<file path="src/rtl/pipelined_cla_adder_pkg.sv">
// Shared adder definitions: default operand width and chunk size used by
// the pipelined carry-lookahead adder and its per-chunk logic.
package pipelined_cla_adder_pkg;

  localparam int ADDER_WIDTH = 16;
  localparam int ADDER_CHUNK = 4;

endpackage

</file>
<file path="src/rtl/pipelined_cla_adder_chunk.sv">
// cla_chunk: CHUNK-bit carry-lookahead slice. Every internal carry is a flat
// sum of generate/propagate products, so no carry ripples inside the chunk.
module cla_chunk
  import pipelined_cla_adder_pkg::*;
#(
  parameter int CHUNK = ADDER_CHUNK
) (
  input  logic [CHUNK-1:0] a,
  input  logic [CHUNK-1:0] b,
  input  logic             c_in,
  output logic [CHUNK-1:0] s,
  output logic             c_out,
  output logic             c_msb_in
);

  logic [CHUNK-1:0] g;
  logic [CHUNK-1:0] p;
  logic [CHUNK:0]   c;
  logic             prod;

  assign g = a & b;
  assign p = a ^ b;

  // c[i+1] = g[i] | p[i]g[i-1] | ... | p[i..0]c_in
  always_comb begin
    c    = '0;
    prod = 1'b1;
    c[0] = c_in;
    for (int i = 0; i < CHUNK; i++) begin
      prod = 1'b1;
      for (int j = i; j >= 0; j--) begin
        c[i+1] = c[i+1] | (g[j] & prod);
        prod   = prod & p[j];
      end
      c[i+1] = c[i+1] | (prod & c_in);
    end
  end

  assign s        = p ^ c[CHUNK-1:0];
  assign c_out    = c[CHUNK];
  assign c_msb_in = c[CHUNK-1];

endmodule

</file>
<file path="src/rtl/pipelined_cla_adder.sv">
// Pipelined add/subtract: stage k resolves bits [k*CHUNK +: CHUNK] while the
// unresolved operand bits travel alongside; valid/ready per stage lets bubbles collapse.
module pipelined_cla_adder
  import pipelined_cla_adder_pkg::*;
#(
  parameter int WIDTH = ADDER_WIDTH,
  parameter int CHUNK = ADDER_CHUNK
) (
  input  logic             clk,
  input  logic             rst_n,
  input  logic             in_valid,
  output logic             in_ready,
  input  logic [WIDTH-1:0] a,
  input  logic [WIDTH-1:0] b,
  input  logic             cin,
  input  logic             sub,
  output logic             out_valid,
  input  logic             out_ready,
  output logic [WIDTH-1:0] sum,
  output logic             cout,
  output logic             ovf
);

  localparam int STAGES = WIDTH / CHUNK;

  logic [STAGES-1:0] v_p;
  logic [STAGES:0]   rdy;
  logic [WIDTH-1:0]  a_p   [STAGES];
  logic [WIDTH-1:0]  b_p   [STAGES];
  logic [WIDTH-1:0]  sum_p [STAGES];
  logic              c_p   [STAGES];

  logic [WIDTH-1:0]  b_in;
  logic              c_in0;

  // Subtraction is A + ~B + 1; cin is ignored in that mode.
  assign b_in  = sub ? ~b : b;
  assign c_in0 = sub | cin;

  assign rdy[STAGES] = out_ready;
  assign in_ready    = rdy[0];
  assign out_valid   = v_p[STAGES-1];

  for (genvar k = 0; k < STAGES; k++) begin : g_stage
    logic [WIDTH-1:0] src_a;
    logic [WIDTH-1:0] src_b;
    logic [WIDTH-1:0] src_sum;
    logic [WIDTH-1:0] sum_nxt;
    logic [CHUNK-1:0] s_chunk;
    logic             src_c;
    logic             src_v;
    logic             co;
    logic             cmi;
    logic             v_q;

    if (k == 0) begin : g_first
      assign src_a   = a;
      assign src_b   = b_in;
      assign src_sum = '0;
      assign src_c   = c_in0;
      assign src_v   = in_valid;
    end else begin : g_next
      assign src_a   = a_p[k-1];
      assign src_b   = b_p[k-1];
      assign src_sum = sum_p[k-1];
      assign src_c   = c_p[k-1];
      assign src_v   = v_p[k-1];
    end

    assign rdy[k] = !v_q || rdy[k+1];
    assign v_p[k] = v_q;

    cla_chunk #(.CHUNK(CHUNK)) u_chunk (
      .a        (src_a[k*CHUNK +: CHUNK]),
      .b        (src_b[k*CHUNK +: CHUNK]),
      .c_in     (src_c),
      .s        (s_chunk),
      .c_out    (co),
      .c_msb_in (cmi)
    );

    always_comb begin
      sum_nxt                   = src_sum;
      sum_nxt[k*CHUNK +: CHUNK] = s_chunk;
    end

    always_ff @(posedge clk or negedge rst_n) begin
      if (!rst_n) v_q <= 1'b0;
      else if (rdy[k]) v_q <= src_v;
    end

    if (k < STAGES - 1) begin : g_mid
      // ---- stage k -> k+1 boundary: skewed operands, partial sum, chunk carry ----
      logic [WIDTH-1:0] a_q;
      logic [WIDTH-1:0] b_q;
      logic [WIDTH-1:0] sum_q;
      logic             c_q;

      always_ff @(posedge clk) begin
        if (rdy[k] && src_v) begin
          a_q   <= src_a;
          b_q   <= src_b;
          sum_q <= sum_nxt;
          c_q   <= co;
        end
      end

      assign a_p[k]   = a_q;
      assign b_p[k]   = b_q;
      assign sum_p[k] = sum_q;
      assign c_p[k]   = c_q;
    end else begin : g_last
      // ---- output boundary: final sum, carry out of MSB, signed overflow ----
      logic [WIDTH-1:0] sum_q;
      logic             cout_q;
      logic             ovf_q;

      always_ff @(posedge clk or negedge rst_n) begin
        if (!rst_n) begin
          sum_q  <= '0;
          cout_q <= 1'b0;
          ovf_q  <= 1'b0;
        end else if (rdy[k] && src_v) begin
          sum_q  <= sum_nxt;
          cout_q <= co;
          ovf_q  <= cmi ^ co;
        end
      end

      assign a_p[k]   = src_a;
      assign b_p[k]   = src_b;
      assign sum_p[k] = sum_q;
      assign c_p[k]   = cout_q;
      assign sum      = sum_q;
      assign cout     = cout_q;
      assign ovf      = ovf_q;
    end
  end

endmodule

</file>
<file path="config.mk">
export PLATFORM = sky130hd
export DESIGN_NAME = pipelined_cla_adder
export DESIGN_NICKNAME = d
export VERILOG_FILES = /design/src/rtl/pipelined_cla_adder_pkg.sv /design/src/rtl/pipelined_cla_adder_chunk.sv /design/src/rtl/pipelined_cla_adder.sv
export SDC_FILE = /design/constraint.sdc
export NUM_CORES = 1
export LEC_CHECK = 0
export BUFFER_PORTS_ARGS = -buffer_cell sky130_fd_sc_hd__buf_2
export CORE_MARGIN = 2
export CORE_UTILIZATION = 35
export CTS_CLUSTER_DIAMETER = 80
export CTS_CLUSTER_SIZE = 40
export DETAILED_ROUTE_END_ITERATION = 8
export GPL_TIMING_DRIVEN = 0
export PLACE_DENSITY = 0.52
export SYNTH_ARGS = -nofsm -noshare
export SYNTH_HDL_FRONTEND = slang
export SYNTH_SLANG_ARGS = --single-unit
</file>
<file path="constraint.sdc">
create_clock -name clk -period 4.75 [get_ports clk]
set_clock_uncertainty 0.05 [all_clocks]
set_input_delay 0.2375 -clock clk [delete_from_list [all_inputs] [get_ports clk]]
set_output_delay 0.2375 -clock clk [all_outputs]
set_load 0.05 [all_outputs]
</file>
==> results.py, run 1 <==
metrics = {
    "grt": {
        "grt_pass1_vias": 1829,
        "grt_first_pass_wirelength_microns": 8670,
        "grt.total_usage_pct": 9.85,
        "grt_overflow_total": 0,
        "antenna_found_initial": 0,
        "grt_max_degree": 30,
    },
    "timing": {
        "period_minus_slack_ps": 2170,
        "relSlewSlack_pct": 16.7,
        "tns_ps": 0,
        "hold_ws_ps": 20.1,
        "finalCritPeriodShare_pct": 45.6,
        "setup_violations": 0,
        "worst_slew_pin_slew_ps": 1250,
        "max_freq_mhz": 462,
        "slew_viol_final": 0,
        "rsz0062_at_grt": "no",
        "finalHoldViolations": 0,
    },
    "detailed_routing": {
        "drtAntennaViolNets": 0,
        "via_count": 1847,
        "drc": 0,
        "vias_per_cell": 4.14,
        "drt-initial-drc-count": 45,
        "avgRoutedWirePerCell_microns": 11.8,
        "wl_microns": 5260,
        "first_pass_iters": 4,
    },
    "clock_network": {
        "cts_buffer_depth": 2,
        "ctsResizeCount": 0,
        "cts_buffers": 9,
        "htree_levels": 3,
        "root_buffer": "clkbuf_8",
        "cts.sinks": 97,
        "clk_pin_slew_ps": 90,
        "worst_skew_pair.late_latency_ps": 350,
        "tritoncts": "built",
    },
    "logic_synthesis": {
        "syn_inst": 223,
        "syn_avg_cell_area_sq_um": 17.2,
        "ys_top_cells_by_count": "edfxtp_1, dfrtp_1, xor2_1",
        "ys_ff_latch": 97,
        "synth_area_sq_um": 3840,
        "ys_top_cells_by_area": "edfxtp_1, dfrtp_1, ha_1",
        "synth.most_common_cell": "edfxtp_1",
        "synth_top_area_share_pct": 58.7,
        "synth_top_area_cell": "edfxtp_1",
        "synth-edff-count": 75,
        "yosysWarnings": 0,
        "synth_flop_cell": "edfxtp_1",
        "synth_cell_type_count": 28,
        "synth_fp_nets": 281,
        "ys_seq_area_share_pct": 73.1,
        "synth-async-reset-ratio_pct": 22.7,
    },
    "cells_and_area": {
        "final_cells": 446,
        "syn_to_final_growth_pct": 19.4,
        "nets": 359,
        "fin_area_sq_um": 4580,
        "drive_gt1_share_pct": 29.7,
        "n_antenna_cell": 0,
    },
    "setup_path": {
        "startpoint": "out_valid",
        "critPathRequiredTime_ps": 4660,
        "r2r_start": "out_valid",
        "end_kind": "register",
        "path_buf_inv": 0,
        "worstPathArrival_ps": 2080,
        "crit_type": "register to register",
        "startpoint_type": "register",
        "critPathMaxStageDelay_ps": 980,
        "slowest_stage": "and2_1",
        "crit_fanout": 29,
        "r2r_setup_slack_ps": 2580,
        "path_cells": "nor2b_1 -> nand4_1 -> and2_1",
        "critical-path-top-delay-family": "simple AND/OR/NAND/NOR gates",
    },
    "die": {
        "num_rows": 38,
        "die_w_microns": 109,
        "die_h_microns": 109,
        "start_util_pct": 35.7,
        "dieArea_sq_um": 11800,
        "core-area_sq_um": 10700,
        "io_pins": 58,
    },
    "flow_run": {
        "max_cap_violations": 0,
    },
    "pwr": {
        "p_total_mw": 2.14,
        "power_density_nw_per_um2": 467,
        "ir_drop_mv": 0.155,
        "cellLeakagePower_nw": 1.83,
    },
    "placement": {
        "place_area_sq_um": 4290,
        "port_buffers": 56,
        "post-dp-hpwl_microns": 3670,
        "place_congestion": 0.769,
        "dp_cells": 419,
    },
    "run_status": {
        "outcome": "completed",
    },
    "hold_path": {
        "hold_path.class": "input port to register",
        "worstHoldStart": "a[10]",
    },
}
[cell families (layout without fill, tap and decap cells)]
| logic type | Yosys count | after routing | share of synthesized area (%) |
|---|---|---|---|
| flops | 97 | 97 | 73.1 |
| simple gates | 31 | 31 | 3.95 |
| xor+xnor | 26 | 26 | 5.94 |
| compound gates | 23 | 23 | 3.91 |
| fa+ha+maj | 20 | 20 | 7.31 |
| mux | 14 | 14 | 4.08 |
| buf+inv | 12 | 95 | 1.76 |
[power by group]
group | total (mW) | switching [mW] | leakage [nW] | internal (mW)
combinational | 0.518 | 0.352 | 0.767 | 0.166
clock | 0.480 | 0.284 | 0.0851 | 0.195
sequential | 1.14 | 0.0538 | 0.981 | 1.09
[final cells by class]
class | instances | area [sq um]
Inverter | 8 | 30.0
Timing Repair Buffer | 67 | 390
Buffer | 4 | 37.5
Clock inverter | 7 | 55.1
Fill cell | 1030 | 6160
Clock buffer | 9 | 124
Sequential cell | 97 | 2800
Multi-Input combinational cell | 114 | 966
Tap cell | 140 | 175
[cells in the final DEF (no fill, tap or decap), types with 2 or more instances in the layout]
cell	count
a211oi_1	5
ha_1	16
fa_1	4
xnor2_1	6
nand2_1	5
dlygate4sd3_1	11
a21o_1	4
mux2_2	13
a21oi_1	2
edfxtp_1	75
and2_1	3
nand2b_1	7
xor2_1	20
clkinv_2	2
buf_2	57
inv_8	2
o21ai_0	8
nand3_1	2
nor2_1	11
clkbuf_8	10
inv_1	8
clkinvlp_4	3
o21ai_1	2
dfrtp_1	22
[stage by stage]
stage | utilization, % | setup slack (ps)
2_1_floorplan | - | 2190
3_3_place_gp | 39.9 | 2560
3_5_place_dp | 39.9 | 2540
4_1_cts | 42.5 | 2520
5_1_grt | 42.6 | 2410
6_report | 42.6 | 2580
[metal layers]
layer	track usage, %	wire [microns]
met1	13.0	2470
met2	14.6	2390
met3	3.11	296
met4	5.22	98
met5	0	0
[registers in the layout (all words and copies together), names as in the netlist]
register / flops
g_stage.g_mid.c_q: 3
ovf: 1
g_stage.g_mid.sum_q: 24
g_stage.v_q: 3
sum: 16
g_stage.g_mid.b_q: 24
out_valid: 1
g_stage.g_mid.a_q: 24
cout: 1
[path summary, 6_finish.rpt]
check / endpoint / cells after the start
max in group asynchronous: sum[1] / 2
min: g_stage[0].g_mid.a_q[10] / 1
max: g_stage[0].g_mid.a_q[8] / 3
min in group asynchronous: sum[4] / 2
min reg2reg: g_stage[1].g_mid.a_q[8] / 0
max reg2reg: g_stage[0].g_mid.a_q[8] / 3
[worst register-to-register path, stage by stage (launching register included)]
cell     delay, ps
dfrtp_1        400
nor2b_1        160
nand4_1        160
and2_1         990
[timing repair]
item / in CTS / in global routing
setup buffers: 0 / 0
hold buffers: 10 / 1
endpoints found under the hold margin: 31 / 1
No activity file was read; power rests on OpenSTA's default activity.
==> inputs of run 2 (changes only) <==
- clock period: 4.75 -> 2.1 ns (I/O delays scaled with it)
==> run 2 against run 1 <==
Global-route usage is 0.46 points higher. Sequential share of layout area down 2.4 points. Combinational power increased by 130%. Design area increased by 4.2%. First-iteration DRC count rose by 62%. Clock power is 150% higher. Hold slack improved by 61 ps. Routed wire length increased by 3.3%. Sequential power up 130%. Non-clock buffer count grew 16. Flip-flop and latch count unchanged.
==> results.py, run 2 (synthesis gave the netlist of run 1 again) <==
metrics = {
    "pwr": {
        "ir_drop_mv": 0.483,
        "cellLeakagePower_nw": 1.91,
        "power_density_nw_per_um2": 1050,
        "p_total_mw": 4.99,
    },
    "cells_and_area": {
        "final_util_pct": 44.4,
        "n_antenna_cell": 0,
        "top_regs": "g_stage.g_mid.a_q x24, g_stage.g_mid.b_q x24, g_stage.g_mid.sum_q x24",
        "fin_area_sq_um": 4770,
        "final_cell_mix": "edfxtp_1, buf_2, dlygate4sd3_1, dfrtp_1, xor2_1",
        "nFillCells": 1013,
        "syn_to_final_growth_pct": 24.4,
        "nets": 375,
        "drive_gt1_share_pct": 29.2,
        "final_common_cell": "edfxtp_1",
    },
    "grt": {
        "antenna_found_initial": 0,
        "grt_overflow_total": 0,
        "grt_max_degree": 30,
        "grt_first_pass_wirelength_microns": 9000,
        "grt.total_usage_pct": 10.3,
        "grt_pass1_vias": 1846,
    },
    "timing": {
        "relSlewSlack_pct": 37.7,
        "finalCritPeriodShare_pct": 87.1,
        "tns_ps": 0,
        "setup_violations": 0,
        "finalHoldViolations": 0,
        "worst_slew_pin_slew_ps": 934,
        "period_minus_slack_ps": 1830,
        "rsz0062_at_grt": "no",
        "slew_viol_final": 0,
        "max_freq_mhz": 547,
    },
    "die": {
        "start_util_pct": 35.7,
        "dieArea_sq_um": 11800,
        "die_h_microns": 109,
        "num_rows": 38,
        "io_pins": 58,
        "core-area_sq_um": 10700,
        "die_w_microns": 109,
    },
    "setup_path": {
        "path_cells": "nor2b_1 -> nand2_1 -> and2_1",
        "r2r_start": "out_valid",
        "startpoint": "out_valid",
        "crit_fanout": 21,
        "r2r_setup_slack_ps": 270,
        "slowest_stage": "and2_1",
        "end_kind": "register",
        "startpoint_type": "register",
        "critPathRequiredTime_ps": 2030,
        "reg2reg_to": "g_stage[2].g_mid.sum_q[7]",
        "crit_type": "register to register",
        "reg2reg_depth": 3,
        "worstPathArrival_ps": 1760,
        "critPathMaxStageDelay_ps": 740,
    },
    "detailed_routing": {
        "avgRoutedWirePerCell_microns": 11.8,
        "via_count": 1928,
        "drc": 0,
        "drt-initial-drc-count": 73,
        "vias_per_cell": 4.17,
        "wl_microns": 5430,
        "drtAntennaViolNets": 0,
        "first_pass_iters": 4,
    },
    "hold_path": {
        "worstHoldStart": "a[3]",
        "hold_depth": 3,
        "hold_path.class": "input port to register",
        "min_to": "g_stage[0].g_mid.c_q",
    },
    "placement": {
        "port_buffers": 56,
        "place_congestion": 0.757,
        "place_area_sq_um": 4300,
        "post-dp-hpwl_microns": 3740,
    },
    "clock_network": {
        "root_buffer": "clkbuf_8",
        "clk_pin_slew_ps": 90,
        "htree_levels": 3,
        "cts_buffers": 9,
        "worst_skew_pair.late_latency_ps": 360,
        "cts_buffer_depth": 2,
        "tritoncts": "built",
        "cts.sinks": 97,
    },
    "run_status": {
        "outcome": "completed",
    },
    "flow_run": {
        "max_cap_violations": 0,
    },
}
## run 2: cell count changes in the layout (fill, tap and decap cells not counted), moves of 2 or more
cell | previous run | this run
dlygate4sd3_1 | 11 | 27
clkinv_4 | 0 | 3
and2_1 | 3 | 1
clkinv_2 | 2 | 0
inv_8 | 2 | 0
## run 2: what timing repair did
| action | 4_1_cts | 5_1_grt |
|---|---|---|
| buffers inserted | 0 | 0 |
| hold buffers | 27 | 0 |
| hold endpoints to repair | 48 | 0 |
| resized for setup | 0 | 1 |
| setup endpoints to repair | 0 | 25 |
## run 2: per-stage QoR
stage	setup slack (ps)	std cells	hold slack [ps]
detailed placement	42.5	419	66.9
floorplan	30.2	223	-241
CTS	17.7	462	70.8
finish	270	462	81.3
global placement	53.8	419	58.2
global route	68.0	462	94.1
## run 2: worst max path at each step
stage          slack, ps  cells after the start                         to
3_5_place_dp          40                      3  g_stage[1].g_mid.sum_q[5]
5_1_grt               70                      3  g_stage[2].g_mid.sum_q[9]
4_1_cts               20                      3    g_stage[1].g_mid.b_q[9]
3_3_place_gp          50                      3  g_stage[1].g_mid.sum_q[5]
6_report             270                      3  g_stage[2].g_mid.sum_q[7]
2_1_floorplan         30                      3   g_stage[0].g_mid.a_q[10]
## run 2: per-layer routing
| layer | vias to the layer above | wire [microns] | global-route usage [%] |
|---|---|---|---|
| met5 | - | 0 | 0 |
| met2 | 45 | 2460 | 15.2 |
| li1 | 1005 | - | - |
| met4 | 0 | 143 | 6.87 |
| met3 | 10 | 256 | 2.33 |
| met1 | 868 | 2570 | 13.7 |
## run 2: worst max-delay path: cells and delay by family (launching register included)
family / cells / cell delay, ps
DFF: 1 / 410
and+or+nand+nor: 3 / 980
## run 2: power breakdown
part	internal, mW	switching (mW)
combinational	0.397	0.802
clock	0.560	0.644
sequential	2.46	0.125
total	3.42	1.57
## run 2: final cells by class
class	count	area [sq um]	share of cell area [%]
plain buffers	4	37.5	0.787
clock buffers	9	124	2.60
well taps	140	175	3.67
inverters	8	30.0	0.629
multi-input cells	114	970	20.3
clock inverters	7	80.1	1.68
repair buffers	83	551	11.5
flip-flops and latches	97	2800	58.8
==> inputs of run 3 (changes only) <==
- HOLD_SLACK_MARGIN: default -> 0.1
==> run 3 against run 2 <==
Clock power about the same. First-iteration DRC count decreased by 15%. Hold slack improved by 34 ps. Utilization increased by 0.28 points. Largest power group unchanged. Design area increased by 0.63%.
==> results.py, run 3 (synthesis gave the netlist of run 1 again) <==
metrics = {
    "detailed_routing": {
        "avgRoutedWirePerCell_microns": 11.6,
        "vias_per_cell": 4.17,
        "via_count": 1937,
        "wl_microns": 5410,
        "drt-initial-drc-count": 62,
        "drtAntennaViolNets": 0,
        "drc": 0,
        "first_pass_iters": 4,
    },
    "cells_and_area": {
        "nFillCells": 1006,
        "syn_to_final_growth_pct": 25.1,
        "n_antenna_cell": 0,
        "drive_gt1_share_pct": 28.9,
        "nets": 378,
        "final_cell_mix": "edfxtp_1, buf_2, dlygate4sd3_1, dfrtp_1, xor2_1",
        "final_common_cell": "edfxtp_1",
        "top_regs": "g_stage.g_mid.a_q x24, g_stage.g_mid.b_q x24, g_stage.g_mid.sum_q x24",
    },
    "placement": {
        "pre_cts_ws_ps": 42.5,
        "post-dp-hpwl_microns": 3740,
        "port_buffers": 56,
        "place_congestion": 0.757,
    },
    "grt": {
        "antenna_found_initial": 0,
        "grt.total_usage_pct": 10.3,
        "grt_pass1_vias": 1861,
        "grt_first_pass_wirelength_microns": 9020,
        "grt_max_degree": 30,
        "grt_overflow_total": 0,
    },
    "setup_path": {
        "critPathRequiredTime_ps": 2030,
        "crit_fanout": 21,
        "reg2reg_to": "g_stage[2].g_mid.b_q[15]",
        "r2r_start": "out_valid",
        "reg2reg_depth": 3,
        "r2r_setup_slack_ps": 270,
        "crit_type": "register to register",
        "worstPathArrival_ps": 1760,
        "end_kind": "register",
        "startpoint_type": "register",
    },
    "clock_network": {
        "cts_buffers": 9,
        "clk_pin_slew_ps": 90,
        "root_buffer": "clkbuf_8",
        "cts.sinks": 97,
        "post-cts-setup-buffers": 0,
        "cts_buffer_depth": 2,
        "htree_levels": 3,
        "tritoncts": "built",
        "worst_skew_pair.late_latency_ps": 350,
    },
    "die": {
        "dieArea_sq_um": 11800,
        "die_w_microns": 109,
        "num_rows": 38,
        "die_h_microns": 109,
        "core-area_sq_um": 10700,
        "start_util_pct": 35.7,
        "io_pins": 58,
    },
    "timing": {
        "max_freq_mhz": 547,
        "relSlewSlack_pct": 38.0,
        "setup_slack_ps": 273,
        "setup_violations": 0,
        "rsz0062_at_grt": "no",
        "period_minus_slack_ps": 1830,
        "finalCritPeriodShare_pct": 87.0,
        "finalHoldViolations": 0,
        "slew_viol_final": 0,
        "tns_ps": 0,
        "worst_slew_pin_slew_ps": 930,
    },
    "hold_path": {
        "hold_path.class": "input port to register",
        "worstHoldStart": "sub",
        "min_to": "g_stage[0].g_mid.b_q[6]",
        "hold_depth": 2,
    },
    "pwr": {
        "cellLeakagePower_nw": 1.93,
        "power_density_nw_per_um2": 1040,
        "ir_drop_mv": 0.485,
    },
    "run_status": {
        "outcome": "completed",
    },
    "flow_run": {
        "max_cap_violations": 0,
    },
}
run 3: stage by stage:
stage / area, sq um / util, % / std cells / hold WS [ps] / total power, mW
after floorplan: 3840 / - / 223 / -241 / 3.50
after global placement: 4300 / 40.0 / 419 / 58.2 / 3.80
after detailed placement: 4300 / 40.0 / 419 / 66.9 / 3.82
after CTS: 4800 / 44.7 / 465 / 112 / 5.07
after global routing: 4800 / 44.7 / 465 / 116 / 5.27
final: 4800 / 44.7 / 465 / 116 / 4.99
run 3: worst max path at each step:
stage          slack (ps)  cells past startpoint  startpoint                         to
6_report              270                      3   out_valid   g_stage[2].g_mid.b_q[15]
5_1_grt                70                      3   out_valid  g_stage[2].g_mid.sum_q[9]
4_1_cts                20                      3   out_valid    g_stage[1].g_mid.b_q[9]
3_3_place_gp           50                      3   out_valid  g_stage[1].g_mid.sum_q[5]
2_1_floorplan          30                      3   out_valid   g_stage[0].g_mid.a_q[10]
3_5_place_dp           40                      3   out_valid  g_stage[1].g_mid.sum_q[5]
run 3: final cells by class:
class	count	area [sq um]	share of cell area [%]
flip-flops and latches	97	2800	58.4
multi-input cells	114	970	20.2
repair buffers	86	581	12.1
well taps	140	175	3.65
clock buffers	9	124	2.58
clock inverters	7	80.1	1.67
plain buffers	4	37.5	0.782
inverters	8	30.0	0.625
run 3: what timing repair did:
item,in CTS,in global routing
hold buffers,30,0
resized for setup,0,1
hold endpoints to repair,51,0
endpoints found under the setup margin,0,25
run 3: where the power goes:
| group | leakage (nW) | internal [mW] | switching (mW) |
|---|---|---|---|
| registers | 0.981 | 2.46 | 0.125 |
| clock network | 0.0960 | 0.560 | 0.639 |
| logic | 0.849 | 0.403 | 0.803 |
| total | 1.93 | 3.42 | 1.57 |
run 3: worst max-delay path: stages (launching register included):
cell and delay, ps:
dfrtp_2 410, nor2b_1 170, nand2_1 90, and2_1 740
run 3: metal layers:
metal | global-route usage (%) | vias to the layer above | part of all wire [%] | wire length, microns
met5 | 0 | - | 0 | 0
met4 | 6.87 | 0 | 2.7 | 144
met3 | 2.33 | 10 | 4.7 | 253
met2 | 15.1 | 45 | 45 | 2430
met1 | 13.7 | 871 | 48 | 2580
li1 | - | 1011 | - | -
